`src/rtl/rbs_pkg.sv`:
```
// Shared types and defaults for the registered ripple-borrow subtractor.
// Holds the FSM state encoding, default widths and the chunk-index width helper.
package rbs_pkg;

  typedef enum logic [1:0] {
    IDLE = 2'd0,
    RUN  = 2'd1,
    DONE = 2'd2
  } state_t;

  localparam int RBS_WIDTH = 32;
  localparam int RBS_CHUNK = 8;

  // Width of the chunk index; never zero so a single-chunk build still has a register.
  function automatic int idx_width(input int num);
    return (num > 1) ? $clog2(num) : 1;
  endfunction

endpackage

```
`src/rtl/rbs_chunk.sv`:
```
// Combinational CHUNK-bit ripple-borrow subtractor: diff = x - y - bin, bout = borrow out.
// Latency: none (purely combinational); backpressure: not applicable.
module rbs_chunk #(
  parameter int CHUNK = 8
) (
  input  logic [CHUNK-1:0] x,
  input  logic [CHUNK-1:0] y,
  input  logic             bin,
  output logic [CHUNK-1:0] diff,
  output logic             bout
);

  logic [CHUNK:0] brw;

  assign brw[0] = bin;

  // Full-subtractor per bit: borrow when x<y, or x==y with an incoming borrow.
  for (genvar i = 0; i < CHUNK; i++) begin : g_bit
    assign diff[i]  = x[i] ^ y[i] ^ brw[i];
    assign brw[i+1] = (~x[i] & y[i]) | (~(x[i] ^ y[i]) & brw[i]);
  end

  assign bout = brw[CHUNK];

endmodule

```
`src/rtl/rbs_seq_clk.sv`:
```
// Multi-cycle subtractor d = a - b - bi, CHUNK bits per clock; optional RBS_SIGNED_OVF_EN adds ov.
// Latency: out_valid NUM edges after accept; backpressure: result held in DONE until out_ready, one op in flight.
module rbs_seq_clk
  import rbs_pkg::*;
#(
  parameter int WIDTH = RBS_WIDTH,
  parameter int CHUNK = RBS_CHUNK
) (
  input  logic             clk,
  input  logic             rst,
  input  logic             in_valid,
  output logic             in_ready,
  input  logic [WIDTH-1:0] a,
  input  logic [WIDTH-1:0] b,
  input  logic             bi,
  output logic             out_valid,
  input  logic             out_ready,
  output logic [WIDTH-1:0] d,
  output logic             bo
`ifdef RBS_SIGNED_OVF_EN
  ,
  output logic             ov
`endif
);

  localparam int NUM = WIDTH / CHUNK;
  localparam int IW  = idx_width(NUM);
  localparam logic [IW-1:0] LAST = IW'(NUM - 1);
  localparam int MSB = WIDTH - 1;

  state_t           state;
  logic [WIDTH-1:0] a_q;
  logic [WIDTH-1:0] b_q;
  logic [IW-1:0]    idx;
  logic             brw;

  logic [CHUNK-1:0] x_chunk;
  logic [CHUNK-1:0] y_chunk;
  logic [CHUNK-1:0] diff;
  logic             bout;

  assign x_chunk = a_q[int'(idx)*CHUNK +: CHUNK];
  assign y_chunk = b_q[int'(idx)*CHUNK +: CHUNK];

  // One shared chunk subtractor, time-multiplexed across the operand slices.
  rbs_chunk #(.CHUNK(CHUNK)) u_chunk (
    .x    (x_chunk),
    .y    (y_chunk),
    .bin  (brw),
    .diff (diff),
    .bout (bout)
  );

  assign in_ready  = (state == IDLE);
  assign out_valid = (state == DONE);

  always_ff @(posedge clk or posedge rst) begin
    if (rst) begin
      state <= IDLE;
      a_q   <= '0;
      b_q   <= '0;
      d     <= '0;
      bo    <= 1'b0;
      brw   <= 1'b0;
      idx   <= '0;
`ifdef RBS_SIGNED_OVF_EN
      ov    <= 1'b0;
`endif
    end else begin
      case (state)
        IDLE: begin
          if (in_valid) begin
            a_q   <= a;
            b_q   <= b;
            brw   <= bi;
            idx   <= '0;
            d     <= '0;
            state <= RUN;
          end
        end
        RUN: begin
          d[int'(idx)*CHUNK +: CHUNK] <= diff;
          brw <= bout;
          if (idx == LAST) begin
            idx   <= '0;
            bo    <= bout;
            state <= DONE;
`ifdef RBS_SIGNED_OVF_EN
            // The top chunk is being written this edge, so its MSB comes from diff.
            ov    <= (a_q[MSB] != b_q[MSB]) && (diff[CHUNK-1] != a_q[MSB]);
`endif
          end else begin
            idx <= idx + IW'(1);
          end
        end
        DONE: begin
          if (out_ready) begin
            state <= IDLE;
          end
        end
        default: state <= IDLE;
      endcase
    end
  end

endmodule

```
`config.mk`:
```
export PLATFORM = sky130hd
export DESIGN_NAME = rbs_seq_clk
export DESIGN_NICKNAME = d
export VERILOG_FILES = /design/src/rtl/rbs_pkg.sv /design/src/rtl/rbs_chunk.sv /design/src/rtl/rbs_seq_clk.sv
export SDC_FILE = /design/constraint.sdc
export NUM_CORES = 1
export LEC_CHECK = 0
export ABC_AREA = 1
export CORE_ASPECT_RATIO = 0.7
export CORE_MARGIN = 3
export CORE_UTILIZATION = 55
export CTS_CLUSTER_SIZE = 10
export DETAILED_ROUTE_END_ITERATION = 8
export HOLD_SLACK_MARGIN = 0.05
export PLACE_DENSITY_LB_ADDON = 0.2
export SYNTH_ARGS = -nofsm -noshare
export SYNTH_HDL_FRONTEND = slang
export SYNTH_SLANG_ARGS = --single-unit
```
`constraint.sdc`:
```
create_clock -name clk -period 11.4 [get_ports clk]
set_input_delay 1.14 -clock clk [delete_from_list [all_inputs] [get_ports clk]]
set_output_delay 1.14 -clock clk [all_outputs]
set_load 0.01 [all_outputs]
```
Word-level counts from Yosys, hierarchy flattened
Cells that the tools add are included.
{ "word_totals": {"register_bits": 102, "latchBits": 0, "mem_bits_rw": 0, "romBits": 0, "input_bits": 69, "n_memories": 0} }
{ "op_classes": {"addsub": 2, "mul": 0, "div": 0, "magnitude_cmp": 0, "eq_ne": 6, "shifts": 4, "mux": 12, "bitwise": 56, "reduce_logical": 6} }
{ "ops": {"columns": ["operator", "n"], "rows": [
  ["32-bit case mux with 2 select lines", 1],
  ["32-bit by 6-bit variable part select with 8-bit output", 2],
  ["5-bit negation with 33-bit output", 1],
  ["8-bit by 33-bit variable shift with 32-bit output, first input constant", 1],
  ["8-bit by 33-bit variable part select with 32-bit output", 1],
  ["32-bit bitwise mux", 1],
  ["32-bit 2-to-1 mux", 1],
  ["1-bit AND", 16],
  ["1-bit inverter", 16],
  ["1-bit bitwise XOR", 16],
  ["2-bit 2-to-1 mux", 5],
  ["1-bit bitwise OR", 8],
  ["2-bit case mux with 3 select lines", 1],
  ["2-bit AND reduction", 3],
  ["2-bit == test, second input constant", 2],
  ["2-bit inequality test, second input constant", 2],
  ["2-bit case mux with 2 select lines", 1],
  ["3-bit AND reduction", 1],
  ["2-bit by 1-bit adder with 2-bit output, second input constant", 1],
  ["2-bit by 1-bit == test with 1-bit output, second input constant", 1],
  ["2-bit zero test", 1],
  ["2-bit by 1-bit inequality test with 1-bit output, second input constant", 1],
  ["1-bit case mux with 2 select lines", 1],
  ["2-bit nonzero test", 1],
  ["1-bit 2-to-1 mux", 1]
]} }

Depth between registers and ports, before layout
{ "depth": {"word_depth": 21, "mapped_depth": 19, "mapped_depth_nobuf": 17} }

By module
Synthesis repeated with hierarchy kept, for this count alone.
{ "unflattened": {"cells_unflattened": 635, "area_unflattened_um2": 5086.1} }
{ "by_module_without_submodules": {"columns": ["mod", "n_inst", "cells_per_inst", "area_each_um2", "seq_area_each_um2"], "rows": [
  ["rbs_seq_clk", 1, 609, 4858.4, 2552.4],
  ["rbs_chunk", 1, 26, 227.7, 0.0]
]} }

Least setup slack after synthesis
OpenSTA, ideal clock, no wires.
{ "synth_timing": {"kind": "register -> register", "start": "register idx[0]", "end": "register d[31]", "setup_ns": 0.065, "arrival_time_ns": 4.319, "path_slack_ns": 7.015, "path_stages_with_launch": 19, "n_path_buf": 2, "period_less_slack_ns": 4.385, "cell_sequence": "dfrtp_1 > buf_4 > inv_2 > clkbuf_1 > o211ai_1 > nand2_1 > fa_1 > inv_1 > fa_1 > fa_1 > fa_1 > fa_1 > fa_1 > fa_1 > inv_1 > fa_1 > nor3_1 > nand2_1 > nand2_1"} }
{ "synth_between": {"elab_chain_len": 21} }
{ "synth_lines": {"columns": ["element", "line", "source"], "rows": [
  ["start, declared", "rbs_seq_clk.sv:34", "logic [IW-1:0] idx;"],
  ["start signal, assigned", "rbs_seq_clk.sv:93", "idx <= idx + IW'(1);"],
  ["32-bit by 6-bit variable part select with 8-bit output, on equally long branches", "rbs_seq_clk.sv:42, rbs_seq_clk.sv:43", null],
  ["1-bit bitwise XOR", "rbs_chunk.sv:19, rbs_chunk.sv:20", null],
  ["1-bit inverter", "rbs_chunk.sv:20", "assign brw[i+1] = (~x[i] & y[i]) | (~(x[i] ^ y[i]) & brw[i]);"],
  ["1-bit AND", "rbs_chunk.sv:20", null],
  ["1-bit bitwise OR", "rbs_chunk.sv:20", null],
  ["1-bit AND", "rbs_chunk.sv:20", null],
  ["1-bit bitwise OR", "rbs_chunk.sv:20", null],
  ["1-bit AND", "rbs_chunk.sv:20", null],
  ["[5 not listed]", null, null],
  ["1-bit AND", "rbs_chunk.sv:20", null],
  ["1-bit bitwise OR", "rbs_chunk.sv:20", null],
  ["1-bit AND", "rbs_chunk.sv:20", null],
  ["1-bit bitwise OR", "rbs_chunk.sv:20", null],
  ["1-bit bitwise XOR", "rbs_chunk.sv:19", "assign diff[i] = x[i] ^ y[i] ^ brw[i];"],
  ["8-bit by 33-bit variable part select with 32-bit output", "rbs_seq_clk.sv:82", "d[int'(idx)*CHUNK +: CHUNK] <= diff;"],
  ["32-bit bitwise mux *", "rbs_seq_clk.sv:82", null],
  ["32-bit case mux with 2 select lines *", "rbs_seq_clk.sv:70", "case (state)"],
  ["end signal, assigned by index", "rbs_seq_clk.sv:82", null],
  ["end, declared", "rbs_seq_clk.sv:18", "output logic [WIDTH-1:0] d,"]
]} }
Mark *: on every way between the ends. The rest lies on a longest branch, timed or not.
A chain may end at the register's enable or synchronous reset.

Worst setup path in the final report
{ "layout_timing": {"start": "register idx[0]", "end": "register d[15]"} }
The elaborated chain is that of the path after synthesis.

==> results by group <==
Run status
  • Run status: finished clean

Detailed routing
  • WL final: 12700 um
  • DR vias: ~4400
  • Initial DRC count: ~530
  • Via/cell ratio: 5.41
  • DRT antenna net count: 0
  • DRT Pass-1 Iters: 5
  • Average routed wire per standard cell: 15.5 um
  • Residual DRC: 0

Worst hold path
  • Worst hold endpoint: a_q[6]
  • Worst Hold Launch: a_q[6]
  • Worst Hold Class: reg -> reg
  • WHS Path Cells: 2

Yosys
  • Synth area leaders: dfrtp_1 51%, nand2_1 19%, nand3_1 12%, fa_1 3.2%, nor2_1 2.0%
  • Share of the synthesized area in the top cell type: about half
  • Most common cell in the netlist: nand2_1
  • Post-synthesis cell area: roughly 5000 um2
  • #FFs+latches synth: 102
  • Synthesized instance count: ~600
  • Async SR Flop Fraction: 100%
  • Synth cell types: 22
  • Largest family of logic cells by synthesized area: simple AND/OR/NAND/NOR gates
  • Post-Synth Simple-Gate Area: between 30 and 40%
  • Adder-Cell Fraction of Synth Area: under 10%
  • Post-synthesis sequential area ratio: roughly half
  • Avg Inst Size Synth: ~8.1 um2
  • Cell taking the most area after synthesis: dfrtp_1
  • Xor/xnor share of the synthesized area: 0%
  • Mapped Nets: 697
  • Multiplexer share of the synthesized area: 0%
  • Ys flop type: dfrtp_1
  • Synth Area in Compound Gates: around 2.4%
  • Post-synth EDFFs: 0
  • Synth top cells by count: 257 x nand2_1, 117 x nand3_1, 102 x dfrtp_1
  • Yosys warnings: 0

Place
  • Placer Congestion: roughly 0.94
  • Dpl cells: around 800
  • Port Buffers: 103
  • Dpl cell area: about 6000 um2
  • DP Wirelength: about 9000 um
  • Post-place setup slack: ~6000 ps

Clock tree
  • TritonCTS clock tree: built
  • Clock transition at path regs: roughly 70 ps
  • CTS Buf Count: 9
  • Clock Path Buffers: 2
  • # hold bufs at CTS: 0
  • Setup Buffers After CTS: 0
  • Post-cts resize count: 0
  • Clk_lat worst skew: around 350 ps
  • H-Tree Depth: 3
  • Clock sink count: approximately 100
  • Root buffer cell: clkbuf_16

Die
  • Site Rows: 28
  • Die area: roughly 10000 um2
  • Chip width: between 100 and 150 um
  • Die height: 85.7 um
  • Starting Density: 57.9%
  • Core box area: about 8600 um2
  • Num ports: ~100

GRT
  • Global-route wire length before repair: roughly 21000 um
  • Initial antenna violation count: 0
  • Number of global-route vias before repair: 4178
  • Total Routing Usage GR: around 26%
  • GRT overflow: 0
  • Largest net degree at the start of global routing: 98

Worst setup path
  • R2r startpoint: idx[0]
  • Critical-path top delay cell: dfrtp_1
  • Slowest stage delay, CP: roughly 950 ps
  • Crit path cell chain: inv_2, nand2_1, o211ai_1, nand2_1, fa_1, inv_1, fa_1, fa_1, fa_1, fa_1, fa_1, fa_1, inv_1, fa_1, nor3_1, nand2_1, nand2_1
  • Top cell by count, worst path: fa_1
  • Startpoint types: flop
  • Critical path class: reg -> reg
  • Flop2flop setup slack: roughly 5900 ps
  • CP required: around 12000 ps
  • Worst EP arrival: between 5000 and 6000 ps
  • Cells on worst reg2reg path: 17
  • Reg-to-reg endpoint: d[15]
  • Crit end category: flop
  • Max FO, Critical Path: 51

Timing
  • Worst Skew: 7.47 ps
  • Setup_tns: 0 ps
  • Final setup vio count: 0
  • Final period utilization: 48.2%
  • Min Hold Slack: around 470 ps
  • RSZ-0062 raised after global routing: no
  • Worst Tran Pin Value: 929 ps
  • Max_slew headroom: a little under two fifths
  • Pins over their slew limit: 0
  • Final hold violations: 0
  • Tmin final: about 5500 ps
  • FMAX: 182 MHz
  • Setup WS post-layout: between 5000 and 6000 ps

Finish
  • Layout cells sized above 1: 4.00%
  • Nets: 776
  • Layout Cells excl Fill: 820
  • Synth-to-layout area growth: 25.0%
  • Multi-input logic area: 2110 um2
  • Post-route cell area: slightly above 6000 um2
  • Fillcell total: 674
  • Register area: about 2600 um2
  • Antenna diodes: 0

Flow run
  • Max cap viols: 0

Power
  • Pwr dens: roughly 300 nW/um2
  • Peak VDD IR: 0.211 mV
  • Leak pwr: between 0.003 and 0.004 uW
==> registers in the layout (all words and copies together) (netlist names) <==
| register | cells |
|---|---|
| d | 32 |
| idx | 2 |
| state | 2 |
| bo | 1 |
| b_q | 32 |
| a_q | 32 |
| brw | 1 |
==> final cells by class <==
class	instances	share of cell area [%]
Multi-Input combinational cell	449	33.8
Tap cell	120	2.41
Sequential cell	102	40.9
Clock inverter	3	0.321
Inverter	26	1.61
Timing Repair Buffer	107	16.9
Clock buffer	13	4.01
==> worst max-delay path: cells and delay by family (launching register included) <==
| kind | cells | cell delay, ps |
|---|---|---|
| adder cells (fa/ha/maj) | 8 | 2950 |
| flip-flops | 1 | 950 |
| AND/OR/NAND/NOR | 5 | 710 |
| buffers and inverters | 3 | 690 |
| AO/OA/AOI/OAI | 1 | 110 |
==> worst max path at each step <==
| stage | from | end | depth (start not counted) |
|---|---|---|---|
| 5_1_grt | idx[0] | d[15] | 17 |
| 4_1_cts | idx[0] | d[15] | 17 |
| 3_3_place_gp | idx[0] | d[31] | 17 |
| 3_5_place_dp | idx[0] | d[15] | 17 |
| 2_1_floorplan | idx[0] | d[31] | 18 |
| 6_report | idx[0] | d[15] | 17 |
==> per-stage QoR <==
stage	util [%]	power (uW)
after floorplan	-	1280
after global placement	69.2	1560
after detailed placement	69.2	1600
after CTS	72.3	1890
after global routing	72.3	2050
final	72.3	1900
==> where the power goes <==
| part | total (uW) | internal (uW) | switching, uW |
|---|---|---|---|
| clock | 284 | 154 | 130 |
| sequential | 645 | 518 | 127 |
| combinational | 972 | 363 | 609 |
| total | 1900 | 1040 | 865 |
==> routing by layer <==
layer  routed length, um  global-route usage, %  vias up
met5                   0                      0        -
met4                 222                   7.07        0
met3                1080                   6.46       26
met2                5460                   36.1      220
met1                5930                   39.3     2070
li1                    -                      -     2124
==> cells in the final DEF (no fill, tap or decap), drive strengths merged <==
master         netlist  final
buf                 31      5
clkbuf               8     13
clkdlybuf4s50        0    102
clkinv               1      2
clkinvlp             0      2
dfrtp              102    102
fa                   8      8
ha                   4      4
inv                 25     25
nand2              258    258
nand3              119    119
nand4                8      8
nor2                31     31
nor3                 2      2
o211ai               8      8
o21ai               10     10
o31ai                1      1
==> logic make-up after synthesis <==
| logic type | after synthesis |
|---|---|
| compound gates | 19 |
| fa+ha+maj | 12 |
| buf+inv | 65 |
| flops | 102 |
| simple gates | 418 |
(Power assumes the default switching activity.)
==> edit: new RTL, same settings <==
The option `RBS_SIGNED_OVF_EN` is turned on by a define.
--- a/src/rtl/rbs_seq_clk.sv
+++ b/src/rtl/rbs_seq_clk.sv
@@ -1,5 +1,7 @@
 // Multi-cycle subtractor d = a - b - bi, CHUNK bits per clock; optional RBS_SIGNED_OVF_EN adds ov.
 // Latency: out_valid NUM edges after accept; backpressure: result held in DONE until out_ready, one op in flight.
+`define RBS_SIGNED_OVF_EN
+
 module rbs_seq_clk
   import rbs_pkg::*;
 #(
Behaviour (old outputs only; new: ov): unchanged (equiv_simple and equiv_induct, registers matched by name and starting in step).
==> edit against the unedited design <==
  * Setup slack better by 0.22 ns
  * Routed wire length is 4.5% higher
  * Area after synthesis is 1.0% higher
  * Sequential cell count is 1 higher
  * Design area is 1.4% higher
  * Total power is 3.1% higher
  * Synthesized cell count is 1.5% higher
  * Cell count is 1.3% higher
  * Highest routed layer unchanged
==> edit: results (changes against the unedited design) <==
----------------------------------------------------
[Yosys]
  Mapped Avg Cell Area ... 8.064 um2 (was 8.098 um2)
  Leading cell types by count after synthesis ... nand2_1 (263), nand3_1 (118), dfrtp_1 (103) (was nand2_1 (257), nand3_1 (117), dfrtp_1 (102))
  Net count of the mapped netlist ... 706 (was 697)

[Power]
  Seq. pwr ... 0.653 mW (was 0.645 mW)
  Highest ir drop seen on vdd ... 0.1365 mV (was 0.2105 mV)
  Design internal power ... 1.060 mW (was 1.036 mW)
  Leakage dissipation ... 3.236 nW (was 3.176 nW)

[Finish]
  Share of final-layout standard cells stronger than drive strength 1 ... 3.938% (was 4.000%)
  Non-Filler Instances ... 831 (was 820)

[Placed design]
  RD Place Congestion ... 0.8982 (was 0.9426)
  Port-buffer cells ... 104 (was 103)
  Cell count after placement ... 815 (was 804)
  Instance area after placement ... 6041 um2 (was 5964 um2)
  Place WS ... 6.177 ns (was 5.995 ns)

[Detailed routing]
  Wire length on met2 ... 5758 um (was 5460 um)
  Routed vias ... 4596 (was 4440)
  Starting DRC count in detailed routing ... 583 (was 534)
  WL/cell ... 15.96 um (was 15.47 um)

[Setup path]
  Worst-path maximum fanout ... 49 (was 51)
  Register-to-Register Setup Slack ... 6.12 ns (was 5.91 ns)

[STA]
  Highest clock rate ... 189.6 MHz (was 182.0 MHz)
  WHS ... 0.4714 ns (was 0.4725 ns)
  Max-slew headroom at the worst pin ... 36.18% (was 38.07%)

[Global route]
  GRT Util Overall ... 26.92% (was 25.53%)

[Status]
  Outcome ... complete, no violations (unchanged)

[Min path]
  Hold worst-path end ... b_q[24] (was a_q[6])

----------------------------------------------------
==> edit: cell count changes after synthesis, moves of 2 or more <==
cell / delta
buf_2: +3
clkbuf_1: -2
buf_4: -3
inv_1: +5
nand2_1: +6
buf_1: +2
nor2_1: -2
==> edit: cells by family (layout without fill, tap and decap cells) <==
family | count (synthesis) | count (layout) | synth area share, %
and+or+nand+nor | 423 | 423 | 35.68
DFF | 103 | 103 | 51.14
buffers and inverters | 68 | 154 | 6.628
AOI/OAI and AO/OA | 19 | 19 | 2.383
adders and majority gates | 12 | 12 | 4.171
==> edit: area by class of cell <==
cell class	count	area [um2]
Clock buffer	14	264.0
Clock inverter	2	15.01
Fill cell	692	2369
Inverter	29	111.4
Multi-Input combinational cell	454	2128
Sequential cell	103	2577
Tap cell	120	150.1
Timing Repair Buffer	109	1074
==> edit: metal layers <==
metal | global-route usage [%] | vias to the layer above
li1 | - | 2161
met3 | 6.856 | 18
met2 | 38.87 | 221
met4 | 6.893 | 0
met5 | 0 | -
met1 | 40.94 | 2196
